File: src/rtl/coin_acceptor.sv
// Coin sensor front end: synchronise, debounce, qualify and queue coins.
// Ports: clk, rst, coin5_raw, coin10_raw, inhibit -> coin, reject, count, busy.
module coin_acceptor #(
   parameter int DEBOUNCE   = 4,
   parameter int FIFO_DEPTH = 4,
   parameter int GAP        = 1
) (
   input  logic                               clk,
   input  logic                               rst,
   input  logic                               coin5_raw,
   input  logic                               coin10_raw,
   input  logic                               inhibit,
   output logic [1:0]                         coin,
   output logic                               reject,
   output logic [$clog2(FIFO_DEPTH+1)-1:0]    count,
   output logic                               busy
);

   localparam int CW = $clog2(FIFO_DEPTH + 1);
   localparam int AW = $clog2(FIFO_DEPTH);
   localparam int DW = (DEBOUNCE < 2) ? 1 : $clog2(DEBOUNCE + 1);
   localparam int GW = (GAP < 1) ? 1 : $clog2(GAP + 1);

   typedef enum logic [1:0] {IDLE, QUAL, HELD} state_t;

   logic s5_m, s5, s10_m, s10;

   always_ff @(posedge clk or posedge rst) begin
      if (rst) begin
         s5_m  <= 1'b0;
         s5    <= 1'b0;
         s10_m <= 1'b0;
         s10   <= 1'b0;
      end else begin
         s5_m  <= coin5_raw;
         s5    <= s5_m;
         s10_m <= coin10_raw;
         s10   <= s10_m;
      end
   end

   state_t        state, state_n;
   logic [DW-1:0] cnt, cnt_n, cnt_inc;
   logic          ctype, ctype_n;
   logic          qual, qual_n;
   logic          jam, jam_n;
   logic          same;

   assign cnt_inc = cnt + DW'(1);
   // latched coin still pressed alone (ctype=1 means 10-unit)
   assign same    = ctype ? (s10 & ~s5) : (s5 & ~s10);

   always_ff @(posedge clk or posedge rst) begin
      if (rst) begin
         state <= HELD;
         cnt   <= '0;
         ctype <= 1'b0;
         qual  <= 1'b0;
         jam   <= 1'b0;
      end else begin
         state <= state_n;
         cnt   <= cnt_n;
         ctype <= ctype_n;
         qual  <= qual_n;
         jam   <= jam_n;
      end
   end

   always_comb begin
      state_n = state;
      cnt_n   = cnt;
      ctype_n = ctype;
      qual_n  = 1'b0;
      jam_n   = 1'b0;
      unique case (state)
         IDLE: begin
            if (s5 & s10) begin
               jam_n   = 1'b1;
               state_n = HELD;
               cnt_n   = '0;
            end else if (s5 ^ s10) begin
               ctype_n = s10;
               if (DEBOUNCE == 1) begin
                  qual_n  = 1'b1;
                  state_n = HELD;
                  cnt_n   = '0;
               end else begin
                  state_n = QUAL;
                  cnt_n   = DW'(1);
               end
            end
         end
         QUAL: begin
            if (same) begin
               if (cnt_inc == DW'(DEBOUNCE)) begin
                  qual_n  = 1'b1;
                  state_n = HELD;
                  cnt_n   = '0;
               end else begin
                  cnt_n = cnt_inc;
               end
            end else begin
               state_n = IDLE;
               cnt_n   = '0;
            end
         end
         HELD: begin
            if (s5 | s10) begin
               cnt_n = '0;
            end else if (cnt_inc == DW'(DEBOUNCE)) begin
               state_n = IDLE;
               cnt_n   = '0;
            end else begin
               cnt_n = cnt_inc;
            end
         end
         default: begin
            state_n = HELD;
            cnt_n   = '0;
         end
      endcase
   end

   logic [1:0]    mem [FIFO_DEPTH];
   logic [AW-1:0] wptr, rptr;
   logic [GW-1:0] gcnt;
   logic          full, push, pop;

   // full is judged before any same-edge pop
   assign full = (count == CW'(FIFO_DEPTH));
   assign push = qual & ~inhibit & ~full;
   assign pop  = busy & (gcnt == '0);
   assign busy = (count != '0);

   always_ff @(posedge clk) begin
      if (push) mem[wptr] <= ctype ? 2'b10 : 2'b01;
   end

   always_ff @(posedge clk or posedge rst) begin
      if (rst) begin
         wptr   <= '0;
         rptr   <= '0;
         count  <= '0;
         gcnt   <= '0;
         coin   <= 2'b00;
         reject <= 1'b0;
      end else begin
         reject <= jam | (qual & (inhibit | full));
         coin   <= pop ? mem[rptr] : 2'b00;
         if (push) wptr <= wptr + AW'(1);
         if (pop)  rptr <= rptr + AW'(1);
         if (push & ~pop)      count <= count + CW'(1);
         else if (pop & ~push) count <= count - CW'(1);
         if (pop)               gcnt <= GW'(GAP);
         else if (gcnt != '0)   gcnt <= gcnt - GW'(1);
      end
   end

endmodule

File: config.mk
export PLATFORM = sky130hd
export DESIGN_NAME = coin_acceptor
export DESIGN_NICKNAME = d
export VERILOG_FILES = /design/src/rtl/coin_acceptor.sv
export SDC_FILE = /design/constraint.sdc
export NUM_CORES = 1
export LEC_CHECK = 0
export ABC_AREA = 1
export CAP_MARGIN = 20
export CORE_MARGIN = 3
export CORE_UTILIZATION = 31
export CTS_BUF_LIST = sky130_fd_sc_hd__clkbuf_16
export DETAILED_ROUTE_END_ITERATION = 10
export HOLD_SLACK_MARGIN = 0.08
export SYNTH_ARGS = -nofsm -noshare
export SYNTH_HDL_FRONTEND = slang
export SYNTH_SLANG_ARGS = --single-unit
File: constraint.sdc
create_clock -name clk -period 2.3 [get_ports clk]
set_clock_uncertainty 0.15 [all_clocks]
set_input_delay 0.23 -clock clk [delete_from_list [all_inputs] [get_ports clk]]
set_output_delay 0.23 -clock clk [all_outputs]
set_load 0.03 [all_outputs]
==> results of run 1 <==
## through the flow
| step | cell area (sq um) | hold slack [ps] | setup WS (ps) |
|---|---|---|---|
| floorplan | 1520 | 81.2 | 144 |
| global placement | 1710 | 184 | 139 |
| detailed placement | 1710 | 190 | 96.6 |
| CTS | 1850 | 165 | 218 |
| global route | 1850 | 208 | 48.3 |
| finish | 1850 | 148 | 218 |
## flip-flops by register name, indices dropped and copies added, names as in the netlist
name,count
gcnt,1
s5,1
s10_m,1
reject,1
count,3
jam,1
wptr,2
rptr,2
s5_m,1
cnt,3
ctype,1
qual,1
s10,1
state,2
coin,2
mem,8
## synthesized netlist by cell type
cell type and instances:
nand3b_4 1, xnor2_1 1, dfrtp_1 22, o21ai_2 1
inv_1 25, nand3_4 2, o21ai_1 6, nand3b_1 1
a21o_1 1, ha_1 11, a21oi_1 5, o21ai_0 1
nand4_1 1, nand3_1 1, nand2_2 1, nor2_1 18
nand2_1 26, nor2_4 1, nor2_2 2, inv_2 8
nand2_4 1, edfxtp_1 8, xor2_1 3, a21oi_2 1
a31oi_1 1, nand3_2 1, fa_1 1, dfstp_2 1
## routing by layer
layer	GRT usage [%]	wire length (um)	part of all wire [%]
met5	0	0	0
met4	5.98	71	3.2
met3	3.20	101	4.5
met2	15.1	1060	47
met1	10.7	1010	45
## power by group through the flow
stage / clock (W) / combinational, W / sequential, W
finish: 0.000602 / 0.000755 / 0.000830
global route: 0.000650 / 0.000852 / 0.000856
CTS: 0.000624 / 0.000770 / 0.000833
detailed placement: 0 / 0.000767 / 0.000843
global placement: 0 / 0.000757 / 0.000839
floorplan: 0 / 0.000490 / 0.000906
## worst min path at each step
stage                               endpoint  slack [ps]  cells after the start
final                     cnt[0]$_DFFE_PP0N_         150                      3
after global routing      cnt[0]$_DFFE_PP0N_         210                      3
after CTS                 cnt[0]$_DFFE_PP0N_         170                      3
after detailed placement       s10$_DFF_PP0_         190                      0
after global placement         s10$_DFF_PP0_         180                      0
after floorplan           cnt[0]$_DFFE_PP0N_          80                      1
## area by class of cell
cell class	count	area, sq um	area share (%)
Clock buffer	5	125	6.76
Clock inverter	3	12.5	0.676
Inverter	33	124	6.69
Multi-Input combinational cell	88	574	31.0
Sequential cell	31	817	44.1
Tap cell	65	81.3	4.39
Timing Repair Buffer	12	118	6.35
## critical path, delay by kind of cell (launching register included)
kind            cells  cell delay [ps]
xor+xnor            1              150
simple gates        2              230
flops               1              440
buf+inv             3              220
fa+ha+maj           2              510
compound gates      2              260
## logic make-up (layout without fill, tap and decap cells)
group | after synthesis | after routing | synth area share, %
buffers and inverters | 33 | 53 | 8.18
and+or+nand+nor | 56 | 56 | 19.2
AOI/OAI and AO/OA | 16 | 16 | 6.03
adders and majority gates | 12 | 12 | 10.4
xor gates and xnor gates | 4 | 4 | 2.31
DFF | 31 | 31 | 53.9
==> run_results.csv, run 1 <==
group,metric,value,unit
power_and_ir_drop,power_density,1180,nW/um^2
timing,finalSetupTns,0,ps
timing,hold_viol_final,0,
global_route,grt.total_usage,9.39,%
timing,timing.fmax,480,MHz
floorplan,fp.dieW,75.9,um
worst_setup_path,r2r_setup_slack,220,ps
route,vias,987,
yosys,ys_seq_elements,31,
yosys,yosysWarnings,0,
power_and_ir_drop,clockPowerShare,27.5,%
global_route,grt_pass1_vias,993,
floorplan,dieHeight,75.9,um
power_and_ir_drop,ir_drop,0.000441,V
timing,tightest_slew,305,ps
yosys,syn_nets,169,
worst_setup_path,cpMostUsedCell,"inv_2",
yosys,ys_types,28,
run,drv_cap,0,
clock_tree,holdBufCountCts,0,
power_and_ir_drop,p_sw,0.000782,W
placement,place_congestion,0.760,
route,vias_per_cell,4.16,
timing,rsz0062_at_grt,"false",
timing,period_needed,2080,ps
worst_setup_path,r2r-end,"count[2]$_DFFE_PP0P_",
clock_tree,clk_pin_slew,50,ps
placement,place_hpwl,1.74,mm
cells_and_area,fillers,446,
worst_setup_path,worstReg2RegStart,"count[0]$_DFFE_PP0P_",
power_and_ir_drop,combPwrFrac,34.5,%
timing,finalCritPeriodShare,90.5,%
clock_tree,postCtsSetupBuffers,0,
global_route,grt-ovfl-total,0,
worst_setup_path,endpoint,"count[2]$_DFFE_PP0P_",
yosys,synth_seq_area_share,53.9,%
floorplan,initial_utilization,33.4,%
hold_path,min_path_type,"input port to async pin",
route,drtIter0Drc,28,
global_route,grt_max_degree,24,
power_and_ir_drop,seqPwrFrac,37.9,%
cells_and_area,area_delta_synth_final,22.2,%
route,drc,0,
cells_and_area,fin_util,40.8,%
yosys,synth_area_leaders,"dfrtp_1 (36%), edfxtp_1 (16%), ha_1 (9.1%)",
worst_setup_path,critPathLaunch,"count[0]$_DFFE_PP0P_",
clock_tree,cts_buffer_depth,2,
power_and_ir_drop,p_leak,0.905,nW
worst_setup_path,worstPathCellList,"inv_2, nand3_2, nand3_4, inv_2, ha_1, inv_1, fa_1, a21oi_1, o21ai_0, xor2_1",
yosys,syn_inst,152,
cells_and_area,fin_cells,237,
clock_tree,cts_tree,"done",
worst_setup_path,crit_fanout,6,
cells_and_area,num_antenna_cells,0,
route,wl_per_cell,9.49,um
power_and_ir_drop,fin_total_pwr,0.00219,W
clock_tree,cts.repair.resized,0,
cells_and_area,layout_common_cells,"inv_1 (27), nand2_1 (26), dfrtp_1 (22)",
power_and_ir_drop,switching_share,35.7,%
yosys,yosysTopAreaCell,"dfrtp_1",
worst_setup_path,r2r_cells,10,
worst_setup_path,worst_path_max_delay_cell,"dfrtp_1",
cells_and_area,layout_commonest_cell,"inv_1",
placement,place_inst,229,
timing,setup_viol,0,
timing,slew_violations,0,
cells_and_area,drive_gt1_share,15.7,%
outcome,status,"finished clean",
worst_setup_path,path_class,"register to register",
clock_tree,cts_root_buf,"clkbuf_16",
floorplan,io_pins,12,
clock_tree,numCtsBuffers,5,
power_and_ir_drop,internal_power,0.00141,W
yosys,syn_area,1520,sq um
worst_setup_path,worstPathArrival,2080,ps
worst_setup_path,required,2300,ps
clock_tree,clk_latency,270,ps
floorplan,core_area,4530,sq um
global_route,grt_first_pass_wirelength,4.22,mm
global_route,antenna_found_initial,0,
floorplan,die_area,5760,sq um
route,wl,2.25,mm
floorplan,rows,24,
clock_tree,htree_levels,2,
worst_setup_path,critPathMaxStageDelay,440,ps
route,drt_pass1_iterations,4,
route,antenna_left,0,
timing,slew_headroom,79.6,%
clock_tree,cts_sinks,31,
placement,port_buffers,11,
yosys,synth_top_area_share,36.3,%
yosys,synth.avg_cell_area,9.97,sq um
worst_setup_path,critPathCaptureType,"register",
cells_and_area,layout.nets,188,
worst_setup_path,worstSetupStartpointType,"register",
Power figures use the tool's default switching activity.
==> inputs of run 2 (changes only) <==
--- a/config.mk
+++ b/config.mk
@@ -12,6 +12,7 @@
 export CTS_BUF_LIST = sky130_fd_sc_hd__clkbuf_16
 export DETAILED_ROUTE_END_ITERATION = 10
 export HOLD_SLACK_MARGIN = 0.08
+export SKIP_LAST_GASP = 1
 export SYNTH_ARGS = -nofsm -noshare
 export SYNTH_HDL_FRONTEND = slang
 export SYNTH_SLANG_ARGS = --single-unit
==> results of run 2 <==
Final layout, timing and power as in run 1 (identical DEF).
==> inputs of run 3 (changes only) <==
==> constraint.sdc (replaced) <==
create_clock -name clk -period 2.3 [get_ports clk]
set_clock_uncertainty 0.15 [all_clocks]
set_input_delay 0.23 -clock clk [delete_from_list [all_inputs] [get_ports clk]]
set_output_delay 0.23 -clock clk [all_outputs]
set_load 0.1 [all_outputs]
==> run 3 against run 2 <==
Final cell count is 0.42% higher. Sequential power is 3.5% higher. Sequential share of layout area hardly changed. Core utilization is 0.58 points higher. Global-route usage is 0.19 points lower. Via count is 2.9% lower. Worst setup slack better by 130 ps. Clock power is 1% higher. Wire length is 2.3% higher. Die area stayed put. Hold slack worse by 2.0 ps. Critical path type unchanged. Critical endpoint unchanged. Largest power group is now combinational cells.
==> run_results.csv, run 3 (synthesized netlist as in run 1, its figures left out) <==
group,metric,value,unit
power_and_ir_drop,fin_total_pwr,0.00250,W
floorplan,fp.dieW,75.9,um
route,drt_pass1_iterations,4,
global_route,grt.total_usage,9.20,%
timing,hold_viol_final,0,
worst_setup_path,crit_fanout,6,
cells_and_area,largest_register_ffs,8,
cells_and_area,layout.nets,189,
power_and_ir_drop,power_density,1330,nW/um^2
route,antenna_left,0,
floorplan,io_pins,12,
power_and_ir_drop,p_leak,0.911,nW
floorplan,initial_utilization,33.4,%
timing,hold_ws,146,ps
clock_tree,clk_pin_slew,50,ps
worst_setup_path,worstReg2RegStart,"count[2]$_DFFE_PP0P_",
clock_tree,cts_root_buf,"clkbuf_16",
cells_and_area,drive_gt1_share,24.9,%
global_route,grt-ovfl-total,0,
floorplan,dieHeight,75.9,um
cells_and_area,num_antenna_cells,0,
placement,place_congestion,0.751,
worst_setup_path,critPathCaptureType,"register",
global_route,grt_pass1_vias,954,
timing,period_needed,1950,ps
cells_and_area,area_delta_synth_final,23.9,%
placement,port_buffers,11,
worst_setup_path,worstPathArrival,1960,ps
timing,slew_headroom,65.1,%
floorplan,rows,24,
floorplan,die_area,5760,sq um
clock_tree,numCtsBuffers,5,
clock_tree,cts.repair.resized,0,
clock_tree,cts_tree,"done",
clock_tree,clk_latency,270,ps
worst_setup_path,endpoint,"count[2]$_DFFE_PP0P_",
cells_and_area,fillers,457,
global_route,grt_first_pass_wirelength,4.15,mm
cells_and_area,layout_common_cells,"nand2_1 (26), inv_1 (24), dfrtp_1 (19)",
timing,tightest_slew,523,ps
timing,setup_viol,0,
route,drc,0,
worst_setup_path,path_class,"register to register",
hold_path,min_path_type,"input port to async pin",
worst_setup_path,critPathLaunch,"count[2]$_DFFE_PP0P_",
power_and_ir_drop,ir_drop,0.000612,V
clock_tree,holdBufCountCts,0,
global_route,grt_max_degree,14,
route,wl_per_cell,9.66,um
cells_and_area,layout_commonest_cell,"nand2_1",
worst_setup_path,worstSetupStartpointType,"register",
timing,timing.fmax,512,MHz
floorplan,core_area,4530,sq um
timing,rsz0062_at_grt,"false",
route,vias,958,
cells_and_area,fin_cells,238,
worst_setup_path,r2r_cells,9,
placement,place_hpwl,1.76,mm
placement,place_inst,230,
outcome,status,"finished clean",
route,wl,2.30,mm
cells_and_area,multiInputGateArea,589,sq um
route,vias_per_cell,4.03,
timing,slew_violations,0,
worst_setup_path,r2r_setup_slack,350,ps
global_route,antenna_found_initial,0,
timing,finalCritPeriodShare,85.0,%
clock_tree,postCtsSetupBuffers,0,
worst_setup_path,r2r-end,"count[2]$_DFFE_PP0P_",
cells_and_area,top_register,"mem",
clock_tree,htree_levels,2,
cells_and_area,reg_top3,"mem: 8 flops, cnt: 3 flops, count: 3 flops",
clock_tree,cts_buffer_depth,2,
run,drv_cap,0,
route,drtIter0Drc,32,
cells_and_area,seq_area,828,sq um
worst_setup_path,required,2300,ps
clock_tree,cts_sinks,31,
-- run 3: cell types whose count changed in the layout (fill, tap and decap cells not counted), sizes merged --
cell,delta
buf,+8
inv,-2
clkinv,+2
clkdlybuf4s50,-7
-- run 3: power by group --
group / internal, W / switching, W / leakage, nW
clock: 0.000393 / 0.000215 / 0.0733
combinational: 0.000302 / 0.000726 / 0.494
sequential: 0.000733 / 0.000126 / 0.344
total: 0.00143 / 0.00107 / 0.911
-- run 3: routing by layer --
layer,global-route usage [%],vias to the layer above,wire length (um)
met3,3.55,5,76
met2,14.4,13,1080
met4,5.43,0,46
met1,10.7,434,1090
li1,-,506,-
met5,0,-,0
-- run 3: cell type report --
type / count / area share [%]
clock buffers: 5 / 6.66
clock inverters: 3 / 0.799
inverters: 33 / 7.00
multi-input cells: 88 / 31.4
flip-flops and latches: 31 / 44.1
well taps: 65 / 4.33
repair buffers: 13 / 5.73
-- run 3: how the worst min path moves through the flow --
stage                     from                  end  slack (ps)  cells past startpoint
6_report                   rst  wptr[1]$_DFFE_PP0P_         150                      2
4_1_cts                    rst  wptr[1]$_DFFE_PP0P_         160                      2
3_3_place_gp   s10_m$_DFF_PP0_        s10$_DFF_PP0_         180                      0
3_5_place_dp   s10_m$_DFF_PP0_        s10$_DFF_PP0_         190                      0
5_1_grt                    rst   cnt[2]$_DFFE_PP0N_         190                      2
2_1_floorplan              rst   cnt[0]$_DFFE_PP0N_          80                      1
-- run 3: stage by stage --
step	utilization [%]	instance area (sq um)	TNS [ps]	setup slack [ps]
floorplan	-	1550	-75.8	-72.6
global placement	38.3	1740	0	242
detailed placement	38.3	1740	0	211
CTS	41.4	1880	0	336
global route	41.4	1880	0	254
finish	41.4	1880	0	345
-- run 3: critical path, stage by stage (launching register included) --
cell and delay [ps]:
dfrtp_4 500, nand3_2 130, nand3_4 110, inv_2 110, ha_4 130, inv_2 40
fa_2 330, a21oi_1 120, o21ai_1 80, xor2_1 140
